File: src/rtl/alarm_unit_if.sv
// Bus between the clock core / button front end and the alarm stage.
// The master side supplies time digits, the minute toggle and buttons;
// the slave side (alarm_unit) returns the alarm digits and status.
interface alarm_unit_if;
  logic [3:0] min_u;
  logic [3:0] min_d;
  logic [3:0] hrs_u;
  logic [3:0] hrs_d;
  logic       minute_toggle;
  logic       btn_set_min;
  logic       btn_set_hrs;
  logic       btn_mode;
  logic       btn_snooze;
  logic [3:0] al_min_u;
  logic [3:0] al_min_d;
  logic [3:0] al_hrs_u;
  logic [3:0] al_hrs_d;
  logic       armed;
  logic       ringing;
  logic       buzzer;

  modport master (
    output min_u, min_d, hrs_u, hrs_d, minute_toggle,
    output btn_set_min, btn_set_hrs, btn_mode, btn_snooze,
    input  al_min_u, al_min_d, al_hrs_u, al_hrs_d, armed, ringing, buzzer
  );

  modport slave (
    input  min_u, min_d, hrs_u, hrs_d, minute_toggle,
    input  btn_set_min, btn_set_hrs, btn_mode, btn_snooze,
    output al_min_u, al_min_d, al_hrs_u, al_hrs_d, armed, ringing, buzzer
  );
endinterface

File: src/rtl/alarm_unit.sv
// Alarm stage: holds a BCD alarm time, compares it against the clock core a
// fixed settle delay after each minute event, and drives a buzzer square wave
// with snooze, stop and auto-timeout.
//
// state    | meaning
// ---------+--------------------------------------------------------
// DISARMED | alarm off; alarm time may be set
// ARMED    | waiting for a time match; alarm time may be set
// RINGING  | buzzer active; times out after RING_MIN minute events
// SNOOZED  | buzzer silent; re-rings after SNOOZE_MIN minute events
module alarm_unit #(
  parameter int FRECUENCY  = 32768,
  parameter int BUZZ_DIV   = 16,
  parameter int SETTLE     = 4,
  parameter int SNOOZE_MIN = 5,
  parameter int RING_MIN   = 3
) (
  input  logic         clk,
  input  logic         reset,
  alarm_unit_if.slave  bus
);

  if (FRECUENCY < 1 || BUZZ_DIV < 1 || BUZZ_DIV > 65535 ||
      SETTLE < 1 || SETTLE > 15 || SNOOZE_MIN < 1 || SNOOZE_MIN > 15 ||
      RING_MIN < 1 || RING_MIN > 15) begin : g_bad_param
    $error("alarm_unit: parameter out of legal range");
  end

  typedef enum logic [1:0] {DISARMED, ARMED, RINGING, SNOOZED} state_t;

  state_t      state, state_nxt;
  logic        prev_set_min, prev_set_hrs, prev_mode, prev_snooze, prev_toggle;
  logic        set_min_ev, set_hrs_ev, mode_ev, snooze_ev, minute_ev;
  logic [3:0]  al_mu, al_md, al_hu, al_hd;
  logic [3:0]  al_mu_nxt, al_md_nxt, al_hu_nxt, al_hd_nxt;
  logic [3:0]  snooze_cnt, snooze_nxt;
  logic [3:0]  ring_cnt, ring_nxt;
  logic [3:0]  settle_cnt;
  logic [15:0] div_cnt;
  logic        buzzer_q, armed_q, ringing_q;
  logic        set_ok, set_act, cmp_now, time_match;

  assign set_min_ev = bus.btn_set_min & ~prev_set_min;
  assign set_hrs_ev = bus.btn_set_hrs & ~prev_set_hrs;
  assign mode_ev    = bus.btn_mode    & ~prev_mode;
  assign snooze_ev  = bus.btn_snooze  & ~prev_snooze;
  assign minute_ev  = bus.minute_toggle ^ prev_toggle;

  // A fresh minute event restarts the settle window, so it also cancels a
  // comparison that would otherwise land in the same cycle.
  assign cmp_now    = (settle_cnt == 4'd1) && !minute_ev;
  assign time_match = (bus.min_u == al_mu) && (bus.min_d == al_md) &&
                      (bus.hrs_u == al_hu) && (bus.hrs_d == al_hd);

  // Next state, counter updates and alarm-digit increments.
  always_comb begin
    state_nxt  = state;
    snooze_nxt = snooze_cnt;
    ring_nxt   = ring_cnt;
    al_mu_nxt  = al_mu;
    al_md_nxt  = al_md;
    al_hu_nxt  = al_hu;
    al_hd_nxt  = al_hd;
    set_ok     = (state == DISARMED) || (state == ARMED);
    set_act    = set_ok && (set_min_ev || set_hrs_ev);

    if (set_ok && set_min_ev) begin
      if (al_mu == 4'd9) begin
        al_mu_nxt = 4'd0;
        al_md_nxt = (al_md == 4'd5) ? 4'd0 : al_md + 4'd1;
      end else begin
        al_mu_nxt = al_mu + 4'd1;
      end
    end

    if (set_ok && set_hrs_ev) begin
      if (al_hd == 4'd2 && al_hu == 4'd3) begin
        al_hu_nxt = 4'd0;
        al_hd_nxt = 4'd0;
      end else if (al_hu == 4'd9) begin
        al_hu_nxt = 4'd0;
        al_hd_nxt = al_hd + 4'd1;
      end else begin
        al_hu_nxt = al_hu + 4'd1;
      end
    end

    case (state)
      DISARMED: begin
        if (mode_ev) state_nxt = ARMED;
      end
      ARMED: begin
        if (mode_ev) begin
          state_nxt = DISARMED;
        end else if (!set_act && cmp_now && time_match) begin
          state_nxt = RINGING;
          ring_nxt  = 4'd0;
        end
      end
      RINGING: begin
        if (mode_ev) begin
          state_nxt = ARMED;
        end else if (snooze_ev) begin
          state_nxt  = SNOOZED;
          snooze_nxt = 4'(SNOOZE_MIN);
        end else if (minute_ev) begin
          if (ring_cnt == 4'(RING_MIN - 1)) begin
            state_nxt = ARMED;
            ring_nxt  = 4'd0;
          end else begin
            ring_nxt = ring_cnt + 4'd1;
          end
        end
      end
      SNOOZED: begin
        if (mode_ev) begin
          state_nxt = ARMED;
        end else if (minute_ev) begin
          if (snooze_cnt <= 4'd1) begin
            state_nxt  = RINGING;
            snooze_nxt = 4'd0;
            ring_nxt   = 4'd0;
          end else begin
            snooze_nxt = snooze_cnt - 4'd1;
          end
        end
      end
      default: state_nxt = DISARMED;
    endcase
  end

  // State, edge-detect history, counters, buzzer divider and registered outputs.
  always_ff @(posedge clk) begin
    if (reset) begin
      state        <= DISARMED;
      prev_set_min <= bus.btn_set_min;
      prev_set_hrs <= bus.btn_set_hrs;
      prev_mode    <= bus.btn_mode;
      prev_snooze  <= bus.btn_snooze;
      prev_toggle  <= bus.minute_toggle;
      al_mu        <= 4'd0;
      al_md        <= 4'd0;
      al_hu        <= 4'd0;
      al_hd        <= 4'd0;
      snooze_cnt   <= 4'd0;
      ring_cnt     <= 4'd0;
      settle_cnt   <= 4'd0;
      div_cnt      <= 16'd0;
      buzzer_q     <= 1'b0;
      armed_q      <= 1'b0;
      ringing_q    <= 1'b0;
    end else begin
      state        <= state_nxt;
      prev_set_min <= bus.btn_set_min;
      prev_set_hrs <= bus.btn_set_hrs;
      prev_mode    <= bus.btn_mode;
      prev_snooze  <= bus.btn_snooze;
      prev_toggle  <= bus.minute_toggle;
      al_mu        <= al_mu_nxt;
      al_md        <= al_md_nxt;
      al_hu        <= al_hu_nxt;
      al_hd        <= al_hd_nxt;
      snooze_cnt   <= snooze_nxt;
      ring_cnt     <= ring_nxt;
      armed_q      <= (state_nxt != DISARMED);
      ringing_q    <= (state_nxt == RINGING);

      if (minute_ev)
        settle_cnt <= 4'(SETTLE);
      else if (settle_cnt != 4'd0)
        settle_cnt <= settle_cnt - 4'd1;

      if (state_nxt == RINGING) begin
        if (state != RINGING) begin
          div_cnt  <= 16'd0;
          buzzer_q <= 1'b0;
        end else if (div_cnt == 16'(BUZZ_DIV - 1)) begin
          div_cnt  <= 16'd0;
          buzzer_q <= ~buzzer_q;
        end else begin
          div_cnt <= div_cnt + 16'd1;
        end
      end else begin
        div_cnt  <= 16'd0;
        buzzer_q <= 1'b0;
      end
    end
  end

  assign bus.al_min_u = al_mu;
  assign bus.al_min_d = al_md;
  assign bus.al_hrs_u = al_hu;
  assign bus.al_hrs_d = al_hd;
  assign bus.armed    = armed_q;
  assign bus.ringing  = ringing_q;
  assign bus.buzzer   = buzzer_q;

endmodule

File: src/flat_wrapper.sv
// flat-port wrapper written by rule: the top's interface ports become plain ports
module alarm_unit_flat 
#(
  parameter int FRECUENCY  = 32768,
  parameter int BUZZ_DIV   = 16,
  parameter int SETTLE     = 4,
  parameter int SNOOZE_MIN = 5,
  parameter int RING_MIN   = 3
)
  (clk, reset, bus_min_u, bus_min_d, bus_hrs_u, bus_hrs_d, bus_minute_toggle, bus_btn_set_min, bus_btn_set_hrs, bus_btn_mode, bus_btn_snooze, bus_al_min_u, bus_al_min_d, bus_al_hrs_u, bus_al_hrs_d, bus_armed, bus_ringing, bus_buzzer);
  alarm_unit_if bus_i ();
  input  logic clk;
  input  logic reset;
  input wire logic [$bits(bus_i.min_u)-1:0] bus_min_u;
  input wire logic [$bits(bus_i.min_d)-1:0] bus_min_d;
  input wire logic [$bits(bus_i.hrs_u)-1:0] bus_hrs_u;
  input wire logic [$bits(bus_i.hrs_d)-1:0] bus_hrs_d;
  input wire logic [$bits(bus_i.minute_toggle)-1:0] bus_minute_toggle;
  input wire logic [$bits(bus_i.btn_set_min)-1:0] bus_btn_set_min;
  input wire logic [$bits(bus_i.btn_set_hrs)-1:0] bus_btn_set_hrs;
  input wire logic [$bits(bus_i.btn_mode)-1:0] bus_btn_mode;
  input wire logic [$bits(bus_i.btn_snooze)-1:0] bus_btn_snooze;
  output wire logic [$bits(bus_i.al_min_u)-1:0] bus_al_min_u;
  output wire logic [$bits(bus_i.al_min_d)-1:0] bus_al_min_d;
  output wire logic [$bits(bus_i.al_hrs_u)-1:0] bus_al_hrs_u;
  output wire logic [$bits(bus_i.al_hrs_d)-1:0] bus_al_hrs_d;
  output wire logic [$bits(bus_i.armed)-1:0] bus_armed;
  output wire logic [$bits(bus_i.ringing)-1:0] bus_ringing;
  output wire logic [$bits(bus_i.buzzer)-1:0] bus_buzzer;
  assign bus_i.min_u = bus_min_u;
  assign bus_i.min_d = bus_min_d;
  assign bus_i.hrs_u = bus_hrs_u;
  assign bus_i.hrs_d = bus_hrs_d;
  assign bus_i.minute_toggle = bus_minute_toggle;
  assign bus_i.btn_set_min = bus_btn_set_min;
  assign bus_i.btn_set_hrs = bus_btn_set_hrs;
  assign bus_i.btn_mode = bus_btn_mode;
  assign bus_i.btn_snooze = bus_btn_snooze;
  assign bus_al_min_u = bus_i.al_min_u;
  assign bus_al_min_d = bus_i.al_min_d;
  assign bus_al_hrs_u = bus_i.al_hrs_u;
  assign bus_al_hrs_d = bus_i.al_hrs_d;
  assign bus_armed = bus_i.armed;
  assign bus_ringing = bus_i.ringing;
  assign bus_buzzer = bus_i.buzzer;
  alarm_unit #(.FRECUENCY(FRECUENCY), .BUZZ_DIV(BUZZ_DIV), .SETTLE(SETTLE), .SNOOZE_MIN(SNOOZE_MIN), .RING_MIN(RING_MIN)) u_core (.clk(clk), .reset(reset), .bus(bus_i));
endmodule
File: config.mk
export PLATFORM = sky130hd
export DESIGN_NAME = alarm_unit_flat
export DESIGN_NICKNAME = d
export VERILOG_FILES = /design/src/rtl/alarm_unit_if.sv /design/src/rtl/alarm_unit.sv /design/src/flat_wrapper.sv
export SDC_FILE = /design/constraint.sdc
export NUM_CORES = 1
export LEC_CHECK = 0
export ABC_AREA = 0
export BUFFER_PORTS_ARGS = -buffer_cell sky130_fd_sc_hd__buf_2
export CORE_MARGIN = 2
export CORE_UTILIZATION = 51
export DETAILED_ROUTE_END_ITERATION = 6
export PLACE_DENSITY_LB_ADDON = 0.25
export SLEW_MARGIN = 20
export SYNTH_ARGS = -nofsm -noshare
export SYNTH_HDL_FRONTEND = slang
export SYNTH_SLANG_ARGS = --single-unit
File: constraint.sdc
create_clock -name clk -period 1.95 [get_ports clk]
set_clock_uncertainty 0.2 [all_clocks]
set_input_delay 0.0975 -clock clk [delete_from_list [all_inputs] [get_ports clk]]
set_output_delay 0.0975 -clock clk [all_outputs]
set_load 0.005 [all_outputs]
### After elaboration in Yosys (flattened, before gate mapping)

Index checks and enable logic that the tools add are counted.

| word-level totals | value |
|---|---|
| bits of input ports | 23 |
| word-level logic and storage cells | 127 |
| register bits | 54 |
| output and inout bits | 19 |

| operators by class | value |
|---|---|
| reduce and logical (&&, ||, !) cells | 28 |
| add/sub/neg operators | 8 |
| bitwise logic cells | 11 |
| equal/unequal tests | 26 |
| magnitude comparators | 1 |
| mux-type cells | 35 |

Operators with widths:

| kind | count |
|---|---|
| two-way mux 4 bit | 20 |
| adder 4 x 1 -> 4 bit (second input constant) | 5 |
| two-way mux 2 bit | 10 |
| adder 16 x 1 -> 16 bit (second input constant) | 1 |
| equality test 16 x 4 -> 1 bit (second input constant) | 1 |
| equality test 4 bit | 4 |
| equality test 4 x 2 -> 1 bit (second input constant) | 3 |
| != test 2 bit (second input constant) | 6 |
| case mux 4 bit (3 select lines) | 1 |
| logical AND 1 bit | 10 |
| AND reduction 9 bit | 1 |
| equality test 4 bit (second input constant) | 2 |
| != test 2 x 1 -> 1 bit (second input constant) | 4 |
| case mux 2 bit (4 select lines) | 1 |
| case mux 4 bit (2 select lines) | 1 |
| nonzero test 2 bit | 4 |
| subtractor 4 x 1 -> 4 bit (second input constant) | 2 |
| equality test 2 bit (second input constant) | 3 |
| two-way mux 3 bit | 2 |
| inverter 1 bit | 6 |
| AND reduction 5 bit | 1 |
| AND 1 bit | 4 |
| equality test 4 x 1 -> 1 bit (second input constant) | 1 |
| equality test 4 x 3 -> 1 bit (second input constant) | 1 |
| 12 further kinds | 15 |

### Depth between registers and ports, before layout

| logic depth | value |
|---|---|
| depth after elaboration | 13 |
| mapped depth | 7 |
| depth with buffers taken out | 7 |

### Worst setup path after synthesis

No wires, ideal clock.

| timing | value |
|---|---|
| path type | register to register |
| start point | register u_core.al_mu[1], in the netlist u_core.bus.al_min_u[1] |
| end point | register u_core.ring_cnt[2] |
| clock period less this slack | 2.044 ns |
| library setup time | 0.122 ns |
| setup slack | -0.094 ns |
| cell stages (with the launch flop) | 7 |
| arrival | 1.722 ns |
| buffers on the path | 1 |
| cells stage by stage | dfxtp_1 -> buf_6 -> xor2_1 -> nor4_2 -> nand3_1 -> or3_4 -> a311o_1 |

| on the way | value |
|---|---|
| longest elaborated chain between the ends | 7 |

Ends and longest elaborated chain:

| what | line | text |
|---|---|---|
| start, declared | alarm_unit.sv:34 | `logic [3:0] al_mu, al_md, al_hu, al_hd;` |
| start signal, assigned | alarm_unit.sv:159 | `al_mu <= al_mu_nxt;` |
| equality test 4 bit | alarm_unit.sv:52 | `assign time_match = (bus.min_u == al_mu) && (bus.min_d == al_md) &&` |
| logical AND 1 bit (2 in a row) | alarm_unit.sv:52 |  |
| logical AND 1 bit | alarm_unit.sv:53 | `(bus.hrs_u == al_hu) && (bus.hrs_d == al_hd);` |
| logical AND 1 bit | alarm_unit.sv:95 | `end else if (!set_act && cmp_now && time_match) begin` |
| != test 2 bit (no line) | n/a |  |
| AND reduction 9 bit (no line) | n/a |  |
| end signal, assigned | alarm_unit.sv:164 | `ring_cnt <= ring_nxt;` |
| end, declared | alarm_unit.sv:37 | `logic [3:0] ring_cnt, ring_nxt;` |

No other way between the ends.
A chain may end at the register's enable or synchronous reset.

### Worst setup path after layout

| timing | value |
|---|---|
| start point | register u_core.al_mu[3], in the netlist u_core.bus.al_min_u[3] |
| end point | register u_core.ring_cnt[2] |

Same word-level chain as after synthesis.

==> results.md <==
Synth:
- The multiplexer share of the synthesized area is 1.52%.
- For this run, the register share of the synthesized area comes to 39.7%.
- Summing the areas of all compound-gate instances in the mapped netlist gives 8.79% of the synthesized area.
- The synthesized netlist devotes 27.7% of its cell area to simple gates.
- The area fraction of the dominant cell type after synthesis is 39.7%.
- The main combinational cell family by area after synthesis is simple AND/OR/NAND/NOR gates.
- Among all flip-flop cells after synthesis, the most frequent one is sky130_fd_sc_hd__dfxtp_1.
- Yosys attributes the largest share of cell area to sky130_fd_sc_hd__dfxtp_1 (40%), sky130_fd_sc_hd__xor2_1 (8.4%), sky130_fd_sc_hd__nor2_1 (6.1%), sky130_fd_sc_hd__xnor2_1 (5.5%), sky130_fd_sc_hd__ha_1 (5.1%).
- A synthesized cell averages 8.92 um^2.
- The fraction of the mapped netlist area in adder cells is 5.06%.
- The number of distinct library cells after synthesis is 49.
- During synthesis, Yosys emitted a total of 0 warnings.
- The async set-or-reset flop fraction in the synthesized netlist is 0%.
- Yosys mapped a number of flops with a built-in enable equal to 0.
- The cell type with the largest total area after synthesis is sky130_fd_sc_hd__dfxtp_1.
- In this run, synthesis produced a sequential element count of 54.
- Counting every net in the synthesized netlist gives 339.
- The synthesized netlist devotes 13.8% of its cell area to XOR and XNOR gates.
- The area of the mapped netlist is 0.00272 mm^2.
- The gate count of the mapped netlist is 305.

Placed design:
- The area after detailed placement is 0.00326 mm^2.
- The pre-CTS setup slack is -0.0638 ns.
- In this run the tool buffered the top-level ports with 41 buffer cells.
- The HPWL after detailed placement is 4450 um.
- The total placed cells including tap cells is 448.
- The last weighted congestion value of the routability-driven placer is 0.787.

Clock tree:
- In this run the clock root is driven by a sky130_fd_sc_hd__clkbuf_8.
- The clock network latency to the later pin of the worst-skew pair is 0.31 ns.
- The clock net sink count is 54.
- The TritonCTS buffer count is 5.
- CTS built an H-tree with a depth of 2.
- The TritonCTS clock tree is built.
- The clock-pin slew on the worst setup and hold paths is 0.09 ns.
- The clock passes through at most 2 buffers.

Timing:
- The tightest hold path in the finished design has a slack of 0.177 ns.
- The final critical path takes up 102% of the cycle.
- At the pin with the least slew margin, the transition time is 0.439 ns.
- Setup violations remaining at the end of the flow were counted as 2.
- After layout, the worst setup slack is -0.0423 ns.
- The smallest clock period supported by the final layout is computed as 1.99 ns.
- After routing, the total negative slack on setup checks comes to -0.0451 ns.
- The worst pin sits at a relative slew slack of 70.7%.
- The number of endpoints with negative hold slack in the final report is 0.
- Setup repair after global routing could not meet its margin everywhere.
- For this run, the top clock speed supported by timing is 502 MHz.
- The number of slew-limit violations in the final report was 0.

Routing:
- Wires add up to 6250 um.
- The detailed-routing iteration count for the pre-antenna-repair pass is 5.
- The DRC violation count after routing is 0.
- The mean routed wirelength per cell is 13.5 um.
- For this block, the initial DRC count from the detailed router was 112.
- The count of nets left with antenna violations once routing finished came out at 0.
- In the routed layout, each cell is associated on average with a via count of 5.19.
- The via count is 2397.

Min path:
- The number of instances on the worst hold path is 6.
- The class of the tightest hold or removal check is in -> reg.

Pwr:
- The sequential share of power is 51.2%.
- In this run the power density over the cells is 651 mW/mm^2.
- The analysis attributes to cell leakage a power of 1.50 nW.
- The total net switching power is 0.585 mW.
- The clock network fraction of design power is 31.9%.
- Combinational logic is responsible for 16.9% of the overall power.
- Across the VDD grid, the largest voltage drop is 0.499 mV.
- Internal power comes to 1.72 mW.
- The switching part of the total is 25.4%.

GRT:
- The initial antenna violation count is 0.
- met2 is the most crowded layer.
- For this run, the total global-route usage over all layers was measured as 21.7%.
- The met2 track demand over resource in global routing is 36.1%.
- The global-route wire length before repair is 10300 um.
- After global routing the overflow that remains totals 0.
- For met3 alone, demand over resource in global routing was 5.06%.
- For this run, global-route usage on met1 was measured as 27.7%.
- Entering global routing, the biggest net connects 17 pins.
- The via count of the first global-routing pass is 2231.

Critical path:
- The logic depth of the worst register-to-register path is 5.
- STA puts the critical path data arrival time at 1.98 ns.
- The critical path capture point type is a register.
- For the worst setup path, the data required time is 1.94 ns.
- The critical path is of the reg -> reg type.
- Of all nets on the critical path, the largest fanout is 4.
- The type of element launching the critical path is a register.

Final layout:
- The finished layout holds 462 standard cells, fillers aside.
- The relative area change from synthesis to final layout is 30.2%.
- The number of antenna diodes in the final layout is 0.
- The layout cell share with drive strength beyond 1 is 31.6%.
- Across the whole layout, storage elements account for 0.00109 mm^2.
- The fill cell total of the finished layout is 438.
- With fillers left out, the area of the finished cells amounts to 0.00354 mm^2.
- After the last flow step, the layout net total stands at 426.
- The multi-input combinational cells in the finished layout cover a total of 0.00164 mm^2.
- Leaving out fill and tap cells, the most frequent cells in the layout are sky130_fd_sc_hd__dfxtp_1 (49), sky130_fd_sc_hd__nor2_1 (43), sky130_fd_sc_hd__buf_2 (41), sky130_fd_sc_hd__buf_4 (40), sky130_fd_sc_hd__xor2_1 (26).
- The library cell used most frequently in the layout, excluding fill and tap cells, is sky130_fd_sc_hd__dfxtp_1.

Floorplan:
- The placeable core region is 0.00514 mm^2.
- The die span in y is 77.0 um.
- The area of the die is 0.00593 mm^2.
- During I/O placement, the number of pins put on the boundary was 42.
- The initial utilization of the core area, before any placement, comes to 52.9%.
- The die is 77.0 um wide.
- The number of rows created at floorplan is 26.

Flow run:
- The number of maximum-capacitance constraint violations is 0.

Status:
- The checks that failed: setup timing.
- The flow ran to the end, but the final reports show violations.
cell type report:
class                      instances  area share, %
clock buffer                       5           1.94
clock inverter                     2           1.10
inverter                          11           1.17
multi-input combinational        232           46.3
sequential                        54           30.8
tap                               70           2.47
timing repair buffer              88           16.3
kinds of logic (layout without fill, tap and decap cells):
| family | count (synthesis) | in the layout |
|---|---|---|
| buffers and inverters | 19 | 106 |
| adder cells (fa/ha/maj) | 11 | 11 |
| flip-flops | 54 | 54 |
| AO/OA/AOI/OAI | 34 | 34 |
| multiplexers | 4 | 4 |
| XOR/XNOR | 43 | 43 |
| AND/OR/NAND/NOR | 140 | 140 |
synth_stat cells (5+ instances only):
cell type                 instances
sky130_fd_sc_hd__a21oi_1         11
sky130_fd_sc_hd__a31o_2           5
sky130_fd_sc_hd__and3_1           6
sky130_fd_sc_hd__dfxtp_1         54
sky130_fd_sc_hd__ha_1            11
sky130_fd_sc_hd__inv_1           11
sky130_fd_sc_hd__nand2_1         15
sky130_fd_sc_hd__nand3_1         13
sky130_fd_sc_hd__nand4_1          5
sky130_fd_sc_hd__nor2_1          44
sky130_fd_sc_hd__nor3_1          16
sky130_fd_sc_hd__nor4_1           8
sky130_fd_sc_hd__xnor2_1         17
sky130_fd_sc_hd__xor2_1          26
routing by layer:
layer,routed length (um),part of all wire (%)
met5,0,0
met4,83,1.3
met3,161,2.6
met2,3150,50
met1,2850,46
power by group through the flow:
| stage | Sequential (mW) | Combinational (mW) | Clock (mW) |
|---|---|---|---|
| finish | 1.18 | 0.391 | 0.735 |
| detailed placement | 1.20 | 0.330 | 0 |
| global route | 1.18 | 0.431 | 0.805 |
| global placement | 1.20 | 0.324 | 0 |
| floorplan | 1.19 | 0.217 | 0 |
| CTS | 1.18 | 0.341 | 0.759 |
sequential cells by signal, indices dropped and copies added (netlist names), 2 cells and up:
signal	flops
u_core.settle_cnt	4
u_core.snooze_cnt	4
u_core.bus.al_min_d	4
u_core.div_cnt	16
u_core.ring_cnt	4
u_core.bus.al_min_u	4
u_core.bus.al_hrs_u	4
u_core.bus.al_hrs_d	4
u_core.state	2
final timing paths:
kind	to	slack [ns]	start
max	u_core.ring_cnt[2]	-0.04	u_core.bus.al_min_u[3]
min	u_core.bus.al_min_u[1]	0.18	bus_btn_set_min
max reg2reg	u_core.ring_cnt[2]	-0.04	u_core.bus.al_min_u[3]
min reg2reg	u_core.div_cnt[0]	0.25	u_core.div_cnt[0]
metrics by stage:
stage	total power [mW]	util, %
6_report	2.31	68.9
2_1_floorplan	1.41	-
5_1_grt	2.42	68.9
4_1_cts	2.28	67.1
3_3_place_gp	1.53	63.5
3_5_place_dp	1.53	63.5
critical path, cell delays in order (launching register included):
cell	delay, ns
sky130_fd_sc_hd__dfxtp_1	0.33
sky130_fd_sc_hd__xnor2_1	0.27
sky130_fd_sc_hd__and4_2	0.27
sky130_fd_sc_hd__nand3_1	0.10
sky130_fd_sc_hd__or3_4	0.41
sky130_fd_sc_hd__a311o_1	0.30
timing repair:
| action | in CTS | in global routing |
|---|---|---|
| gates resized for setup | 5 | 21 |
| endpoints found under the setup margin | 8 | 17 |
| endpoints found under the hold margin | 9 | 0 |
| hold buffers | 6 | 0 |
| pin swaps | 5 | 6 |
| buffers inserted | 0 | 1 |
Note: power is estimated with default switching activity, not from simulation.
